File: src/rtl/led_pattern_pkg.sv
// Shared mode encoding for the LED pattern generator.
package led_pattern_pkg;

    localparam int MODE_W = 2;

    localparam logic [MODE_W-1:0] MODE_BIN_ENC     = 2'd0;
    localparam logic [MODE_W-1:0] MODE_SCAN_ENC    = 2'd1;
    localparam logic [MODE_W-1:0] MODE_BREATHE_ENC = 2'd2;
    localparam logic [MODE_W-1:0] MODE_HOLD_ENC    = 2'd3;

    typedef enum logic [MODE_W-1:0] {
        BIN     = MODE_BIN_ENC,
        SCAN    = MODE_SCAN_ENC,
        BREATHE = MODE_BREATHE_ENC,
        HOLD    = MODE_HOLD_ENC
    } mode_e;

endpackage

File: src/rtl/led_prescaler.sv
// Divide-by-DIV prescaler: one registered tick per DIV enabled clocks.
module led_prescaler #(
    parameter int DIV = 900000
) (
    input  logic clki,
    input  logic rst,
    input  logic en,
    output logic tick
);

    localparam int            CW   = $clog2(DIV);
    localparam logic [CW-1:0] LAST = CW'(DIV - 1);
    localparam logic [CW-1:0] ONE  = CW'(1);

    logic [CW-1:0] cnt;

    // NOTE: sequential state uses non-blocking assignments so every flop samples pre-edge values.
    always_ff @(posedge clki or posedge rst) begin
        if (rst) begin
            cnt  <= '0;
            tick <= 1'b0;
        end else if (en) begin
            tick <= (cnt == LAST);
            cnt  <= (cnt == LAST) ? '0 : cnt + ONE;
        end else begin
            tick <= 1'b0;
        end
    end

endmodule

File: src/rtl/led_pattern_gen.sv
// LED pattern generator: binary count, bouncing scan, PWM breathe and hold,
// stepping once per prescaler tick.
module led_pattern_gen
    import led_pattern_pkg::*;
#(
    parameter int NUM_LEDS = 5,
    parameter int DIV      = 900000,
    parameter int PWM_BITS = 4
) (
    input  logic                clki,
    input  logic                rst,
    input  logic                en,
    input  logic [MODE_W-1:0]   mode,
    output logic [NUM_LEDS-1:0] led,
    output logic                tick
);

    localparam int                  POS_W    = $clog2(NUM_LEDS);
    localparam logic [POS_W-1:0]    POS_LAST = POS_W'(NUM_LEDS - 1);
    localparam logic [POS_W-1:0]    POS_ONE  = POS_W'(1);
    localparam logic [PWM_BITS-1:0] PWM_ONE  = PWM_BITS'(1);
    localparam logic [PWM_BITS-1:0] DUTY_MAX = '1;
    localparam logic [NUM_LEDS-1:0] LED_ONE  = NUM_LEDS'(1);

    mode_e               mode_q, mode_n;
    logic [NUM_LEDS-1:0] cnt, cnt_n, led_n;
    logic [POS_W-1:0]    pos, pos_n;
    logic                pos_up, pos_up_n;
    logic [PWM_BITS-1:0] pwm_cnt, pwm_n, duty, duty_n;
    logic                duty_up, duty_up_n;

    led_prescaler #(.DIV(DIV)) u_prescaler (
        .clki (clki),
        .rst  (rst),
        .en   (en),
        .tick (tick)
    );

    // NOTE: every always_comb output gets a default first, so no path can infer a latch.
    always_comb begin
        mode_n    = mode_q;
        cnt_n     = cnt;
        pos_n     = pos;
        pos_up_n  = pos_up;
        duty_n    = duty;
        duty_up_n = duty_up;
        pwm_n     = pwm_cnt + PWM_ONE;

        if (tick) begin
            mode_n = mode_e'(mode);
            if (mode_n != mode_q) begin
                // A mode switch only initialises the new pattern; stepping starts next tick.
                case (mode_n)
                    BIN:     cnt_n = '0;
                    SCAN:    begin pos_n  = '0; pos_up_n  = 1'b1; end
                    BREATHE: begin duty_n = '0; duty_up_n = 1'b1; end
                    default: ;
                endcase
            end else begin
                case (mode_q)
                    BIN: cnt_n = cnt + LED_ONE;
                    SCAN: begin
                        pos_n = pos_up ? pos + POS_ONE : pos - POS_ONE;
                        if (pos_n == POS_LAST)  pos_up_n = 1'b0;
                        else if (pos_n == '0)   pos_up_n = 1'b1;
                    end
                    BREATHE: begin
                        duty_n = duty_up ? duty + PWM_ONE : duty - PWM_ONE;
                        if (duty_n == DUTY_MAX) duty_up_n = 1'b0;
                        else if (duty_n == '0)  duty_up_n = 1'b1;
                    end
                    default: ;
                endcase
            end
        end

        case (mode_n)
            BIN:     led_n = cnt_n;
            SCAN:    led_n = LED_ONE << pos_n;
            BREATHE: led_n = {NUM_LEDS{pwm_n < duty_n}};
            default: led_n = led;
        endcase
    end

    always_ff @(posedge clki or posedge rst) begin
        if (rst) begin
            mode_q  <= BIN;
            cnt     <= '0;
            pos     <= '0;
            pos_up  <= 1'b1;
            pwm_cnt <= '0;
            duty    <= '0;
            duty_up <= 1'b1;
            led     <= '0;
        end else if (en) begin
            mode_q  <= mode_n;
            cnt     <= cnt_n;
            pos     <= pos_n;
            pos_up  <= pos_up_n;
            pwm_cnt <= pwm_n;
            duty    <= duty_n;
            duty_up <= duty_up_n;
            led     <= led_n;
        end
    end

endmodule

File: config.mk
export PLATFORM = sky130hd
export DESIGN_NAME = led_pattern_gen
export DESIGN_NICKNAME = d
export VERILOG_FILES = /design/src/rtl/led_pattern_pkg.sv /design/src/rtl/led_prescaler.sv /design/src/rtl/led_pattern_gen.sv
export SDC_FILE = /design/constraint.sdc
export NUM_CORES = 1
export LEC_CHECK = 0
export BUFFER_PORTS_ARGS = -buffer_cell sky130_fd_sc_hd__buf_2
export CORE_MARGIN = 2
export CORE_UTILIZATION = 66
export CTS_CLUSTER_DIAMETER = 200
export DETAILED_ROUTE_END_ITERATION = 10
export GPL_TIMING_DRIVEN = 0
export PLACE_DENSITY = 0.8
export SLEW_MARGIN = 30
export SYNTH_ARGS = -nofsm -noshare
export SYNTH_HDL_FRONTEND = slang
export SYNTH_SLANG_ARGS = --single-unit
File: constraint.sdc
create_clock -name clki -period 8.65 [get_ports clki]
set_input_delay 2.1625 -clock clki [delete_from_list [all_inputs] [get_ports clki]]
set_output_delay 2.1625 -clock clki [all_outputs]
set_load 0.02 [all_outputs]
== Word level (Yosys, flattened, before mapping) ==
Index checks and enable logic that the tools add are counted.
Widths: inputs -> output; s select.

* Reductions and logical operators: 13
* Mux-type cells: 28
* $lt $le $gt $ge: 1
* Shift-type cells: 1
* Eq/ne operators: 12
* $add $sub $neg: 7

{| class="wikitable"
|+ Operator list
! cell !! count
|-
| $add 20x1->20 const B || 1
|-
| $eq 20x20->1 const B || 1
|-
| $mux 20 || 1
|-
| $mux 4 || 5
|-
| $mux 5 || 4
|-
| $mux 3 || 5
|-
| $pmux 5 s3 || 1
|-
| $mux 1 || 11
|-
| $reduce_and 5->1 || 2
|-
| $reduce_bool 3->1 || 3
|-
| $add 4x1->4 const B || 2
|-
| $eq 2x1->1 const B || 3
|-
| $eq 2x2->1 const B || 3
|-
| $logic_not 2->1 || 3
|-
| $add 5x1->5 const B || 1
|-
| $shl 1x3->5 const A || 1
|-
| $eq 4x4->1 const B || 1
|-
| $logic_not 4->1 || 1
|-
| $lt 4x4->1 || 1
|-
| $ne 2x1->1 const B || 2
|-
| $reduce_bool 2->1 || 2
|-
| $sub 4x1->4 const B || 1
|-
| $add 3x1->3 const B || 1
|-
| $eq 3x3->1 const B || 1
|-
| other kinds (5) || 5
|}

* Flip-flop bits (word level): 46
* Output and inout port bits: 6
* Bits of input ports: 5

== Longest topological paths before layout ==
* Depth after elaboration: 7
* Depth in mapped cells: 12
* Mapped depth without buffers: 12

== Hierarchy ==
Synthesis repeated with hierarchy kept, for this count alone.

* Cell total of the unflattened synthesis: 307
* Area, all modules: 2916.5 um^2

{| class="wikitable"
|+ Modules (own cells, without submodules)
! module !! area each (um^2) !! times used !! cells an instance !! sequential area each (um^2)
|-
| led_pattern_gen || 1866.8 || 1 || 199 || 628.1
|-
| led_prescaler || 1049.8 || 1 || 108 || 525.5
|}

== Worst setup path after synthesis ==
No wires, ideal clock.

* Path kind: input to register
* From: input port mode[1]
* To: register led[3]
* Library setup time: 0.144 ns
* Data required time: 8.506 ns
* Setup slack: 4.327 ns
* Stages: 10
* Arrival: 4.179 ns
* Cell sequence: buf_4 -> xor2_1 -> nor2_1 -> nand2_1 -> nor3b_1 -> a221oi_1 -> ha_1 -> o2111ai_1 -> a2111oi_4 -> a221oi_2

* Word-level cells in the longest chain between the ends: 6

{| class="wikitable"
|+ RTL lines
! element !! RTL line !! text
|-
| from (decl) || led_pattern_gen.sv:13 || <nowiki>input logic [MODE_W-1:0] mode,</nowiki>
|-
| $eq 2x2->1 / $eq 2x1->1 (equally long branches) || led_pattern_gen.sv:53 || <nowiki>case (mode_n)</nowiki>
|-
| $mux 4 / $mux 3 (equally long branches) || led_pattern_gen.sv:53 ||
|-
| $mux 4 / $mux 3 (equally long branches) || led_pattern_gen.sv:51 || <nowiki>if (mode_n != mode_q) begin</nowiki>
|-
| $mux 4 / $mux 3 (equally long branches) || led_pattern_gen.sv:49 || <nowiki>if (tick) begin</nowiki>
|-
| $lt 4x4->1 / $shl 1x3->5 (equally long branches) || led_pattern_gen.sv:80, led_pattern_gen.sv:79 ||
|-
| $pmux 5 s3 || led_pattern_gen.sv:77 || <nowiki>case (mode_n)</nowiki>
|-
| to (signal assigned) || led_pattern_gen.sv:103 || <nowiki>led <= led_n;</nowiki>
|-
| to (decl) || led_pattern_gen.sv:14 || <nowiki>output logic [NUM_LEDS-1:0] led,</nowiki>
|}

Several ways; a longest one is shown, not always the timed one.
A chain may end at the register's enable or synchronous reset.

== Final worst setup path ==
* From: input port mode[1]
* To: register led[1]

Same word-level chain as after synthesis.

==> impl_metrics.yaml <==
global_routing:
  antenna_found_initial: 0
  top_usage_layer: "met2"
  grt_pass1_wl_um: 9887
  grt_use_met3_pct: 3.319
  first_global_vias: 2168
  grt.total_usage_pct: 24.71
  met2_usage_pct: 37.04
  grt_max_degree: 26
  met1_usage_pct: 36.86
  grt-ovfl-total: 0
run:
  drv_cap: 0
setup_path:
  start_kind: "primary input"
  worst_ep_arrival_time_ps: 4580
  required_ps: 8810
  crit_chain: "buf_4 -> xor2_1 -> nor2_1 -> nand2_1 -> nor3b_1 -> a221oi_1 -> ha_1 -> o2111ai_1 -> a2111oi_4 -> a21oi_1"
  critPathCaptureType: "register"
  worstPathMaxFanout: 9
  path_class: "primary input to register"
  cp_slowest_cell: "a2111oi_4"
  slowest_delay_ps: 550
clock_tree:
  cts_root_buf: "clkbuf_8"
  clock_sinks: 46
  cts_buffers: 5
  clkTransAtPathRegs_ps: 90
  holdBufCountCts: 0
  cts_tree: "yes"
  insertion_delay_ps: 300
  htreeDepth: 2
  post_cts_resized: 0
  postCtsSetupBuffers: 0
  clock_path_buffers: 2
layout:
  layout-drive-gt1-share_pct: 13.14
  nets: 333
  antenna_cells: 0
  post-route-util_pct: 75.47
  area.growth.synth_to_final_pct: 7.689
die:
  start_util_pct: 70.09
  io_pins: 11
  die_y_um: 69.88
  core_um2: 4086
  row_count: 23
  die_area_um2: 4883
  die_w_um: 69.88
power:
  p_per_area_nw_per_um2: 172.4
  switching_power_mw: 0.1733
  p_leak_nw: 1.394
  power_frac_comb_pct: 22.7
  p_sw_share_pct: 32.59
  p_seq_share_pct: 52.2
  p_int_mw: 0.3585
  power_mw: 0.5318
  clkPwrFrac_pct: 25.1
  irDropWorstVdd_mv: 0.1354
synth:
  syn-num-nets: 317
  synth_cells: 295
  ys_types: 55
  seq_area_frac_synth_pct: 40.28
  ys_warn_count: 0
  synth.avg_cell_area_um2: 9.708
  syn_area_um2: 2864
  synth_ff_type: "dfrtp_1"
  synth_edf_count: 0
  ys_async_sr_fraction_pct: 100.0
  synth_seq_cells: 46
route:
  drc: 0
  wl_per_cell_um: 15.41
  via_per_inst: 6.041
  ant_nets: 0
  drt_iter0_drc: 89
  num_vias: 2187
  wl_um: 5577
  dr.pass1.iters: 4
placed_design:
  dp_hpwl_um: 4223
  gp_congestion: 0.8683
  io_buffers: 8
run_status:
  outcome: "completed"
timing:
  finalSetupTns_ps: 0
  skew_ps: 8.989
  period_needed_ps: 4419
  worst_pin_slew_ps: 583.6
  hold_viol_final: 0
  slew_violations: 0
  slew_headroom_pct: 60.88
  fin_crit_sh_pct: 51.09
  finalSetupViolCount: 0
  rsz0062_at_grt: "no"
  fmaxAchievable_ghz: 0.2263
min_path:
  hold_class: "register to register"
## cells in the final DEF (no fill, tap or decap), drive strengths merged, types with 2 or more instances in the layout
master,n
dfrtp,44
nor2,28
nand2,25
nand3,17
xnor2,17
o21ai,17
ha,15
inv,15
a21oi,14
buf,14
xor2,12
clkbuf,9
nand4,8
nor3,6
and3,5
mux2i,5
o22ai,5
o31ai,4
mux2,4
nand3b,4
and2,3
a221oi,3
nand2b,3
nor3b,3
nor4,2
a21o,2
nor2b,2
a22oi,2
fa,2
dfstp,2
or3b,2
clkinv,2
## path summary, 6_finish.rpt
path | start | depth (start not counted) | endpoint | slack [ps]
setup / recovery | mode[1] | 10 | led[1] | 4230
hold / removal | u_prescaler.cnt[14] | 1 | u_prescaler.cnt[14] | 520
setup reg to reg | duty_up | 11 | led[1] | 5400
hold reg to reg | u_prescaler.cnt[14] | 1 | u_prescaler.cnt[14] | 520
max in group asynchronous | rst | 3 | duty_up | 6170
min in group asynchronous | rst | 2 | u_prescaler.cnt[17] | 1900
## critical path, delay by kind of cell
kind | cells | cell delay, ps
adders and majority gates | 1 | 330
xor gates and xnor gates | 1 | 160
and+or+nand+nor | 3 | 780
buffers and inverters | 1 | 160
AOI/OAI and AO/OA | 4 | 980
## power by group through the flow
stage	clock network, mW	registers, mW	logic, mW
final	0.134	0.277	0.121
after global routing	0.146	0.283	0.139
after CTS	0.136	0.277	0.123
after detailed placement	0	0.281	0.121
after global placement	0	0.280	0.113
after floorplan	0	0.276	0.0952
## area by class of cell
type | instances | area (um^2)
inverter | 15 | 56.30
clock buffer | 5 | 68.82
sequential | 46 | 1154
clock inverter | 3 | 21.27
tap | 50 | 62.56
fill | 290 | 1002
timing repair buffer | 9 | 67.56
multi-input combinational | 225 | 1599
buffer | 9 | 55.05
## Yosys cell counts (3+ instances only)
cell,number,area share [%]
xor2_1,12,3.7
dfrtp_1,44,38
o31ai_1,4,1.0
and2_1,3,0.66
nand3_1,17,3.0
mux2_2,4,1.6
and3_1,5,1.1
xnor2_1,17,5.2
nand2_1,25,3.3
ha_1,15,6.6
inv_1,15,2.0
o21ai_0,16,2.8
o22ai_1,5,1.1
mux2i_1,5,1.7
a21oi_1,14,2.4
clkbuf_1,4,0.52
nand4_1,8,1.7
nor3_1,3,0.52
nor2_1,28,3.7
nor3_2,3,1.0
## per-layer routing
layer,share of wire (%),wire length (um)
met1,49,2719
met2,46,2560
met3,3.5,196
met4,1.8,100
met5,0,0
## flip-flops by register name (all words and copies together) (netlist names)
name and count:
mode_q 2, pwm_cnt 4, duty 4, led 5, pos 3, u_prescaler.tick 1
duty_up 1, pos_up 1, cnt 5, u_prescaler.cnt 20
## per-stage QoR
step / cells / hold WS (ps) / setup slack (ps) / area, um^2
6_report: 362 / 517.9 / 4231 / 3084
5_1_grt: 362 / 532.0 / 4002 / 3084
4_1_cts: 362 / 515.2 / 4260 / 3084
3_5_place_dp: 354 / 496.1 / 3966 / 2994
3_3_place_gp: 353 / 484.3 / 4010 / 2967
2_1_floorplan: 295 / 460.6 / 4327 / 2864
## cell families after synthesis
kind of cell,share of synthesized area [%]
AOI/OAI and AO/OA,13.50
xor gates and xnor gates,8.868
adders and majority gates,7.951
buffers and inverters,3.888
DFF,40.28
muxes,3.320
and+or+nand+nor,22.19
(Power assumes the default switching activity.)
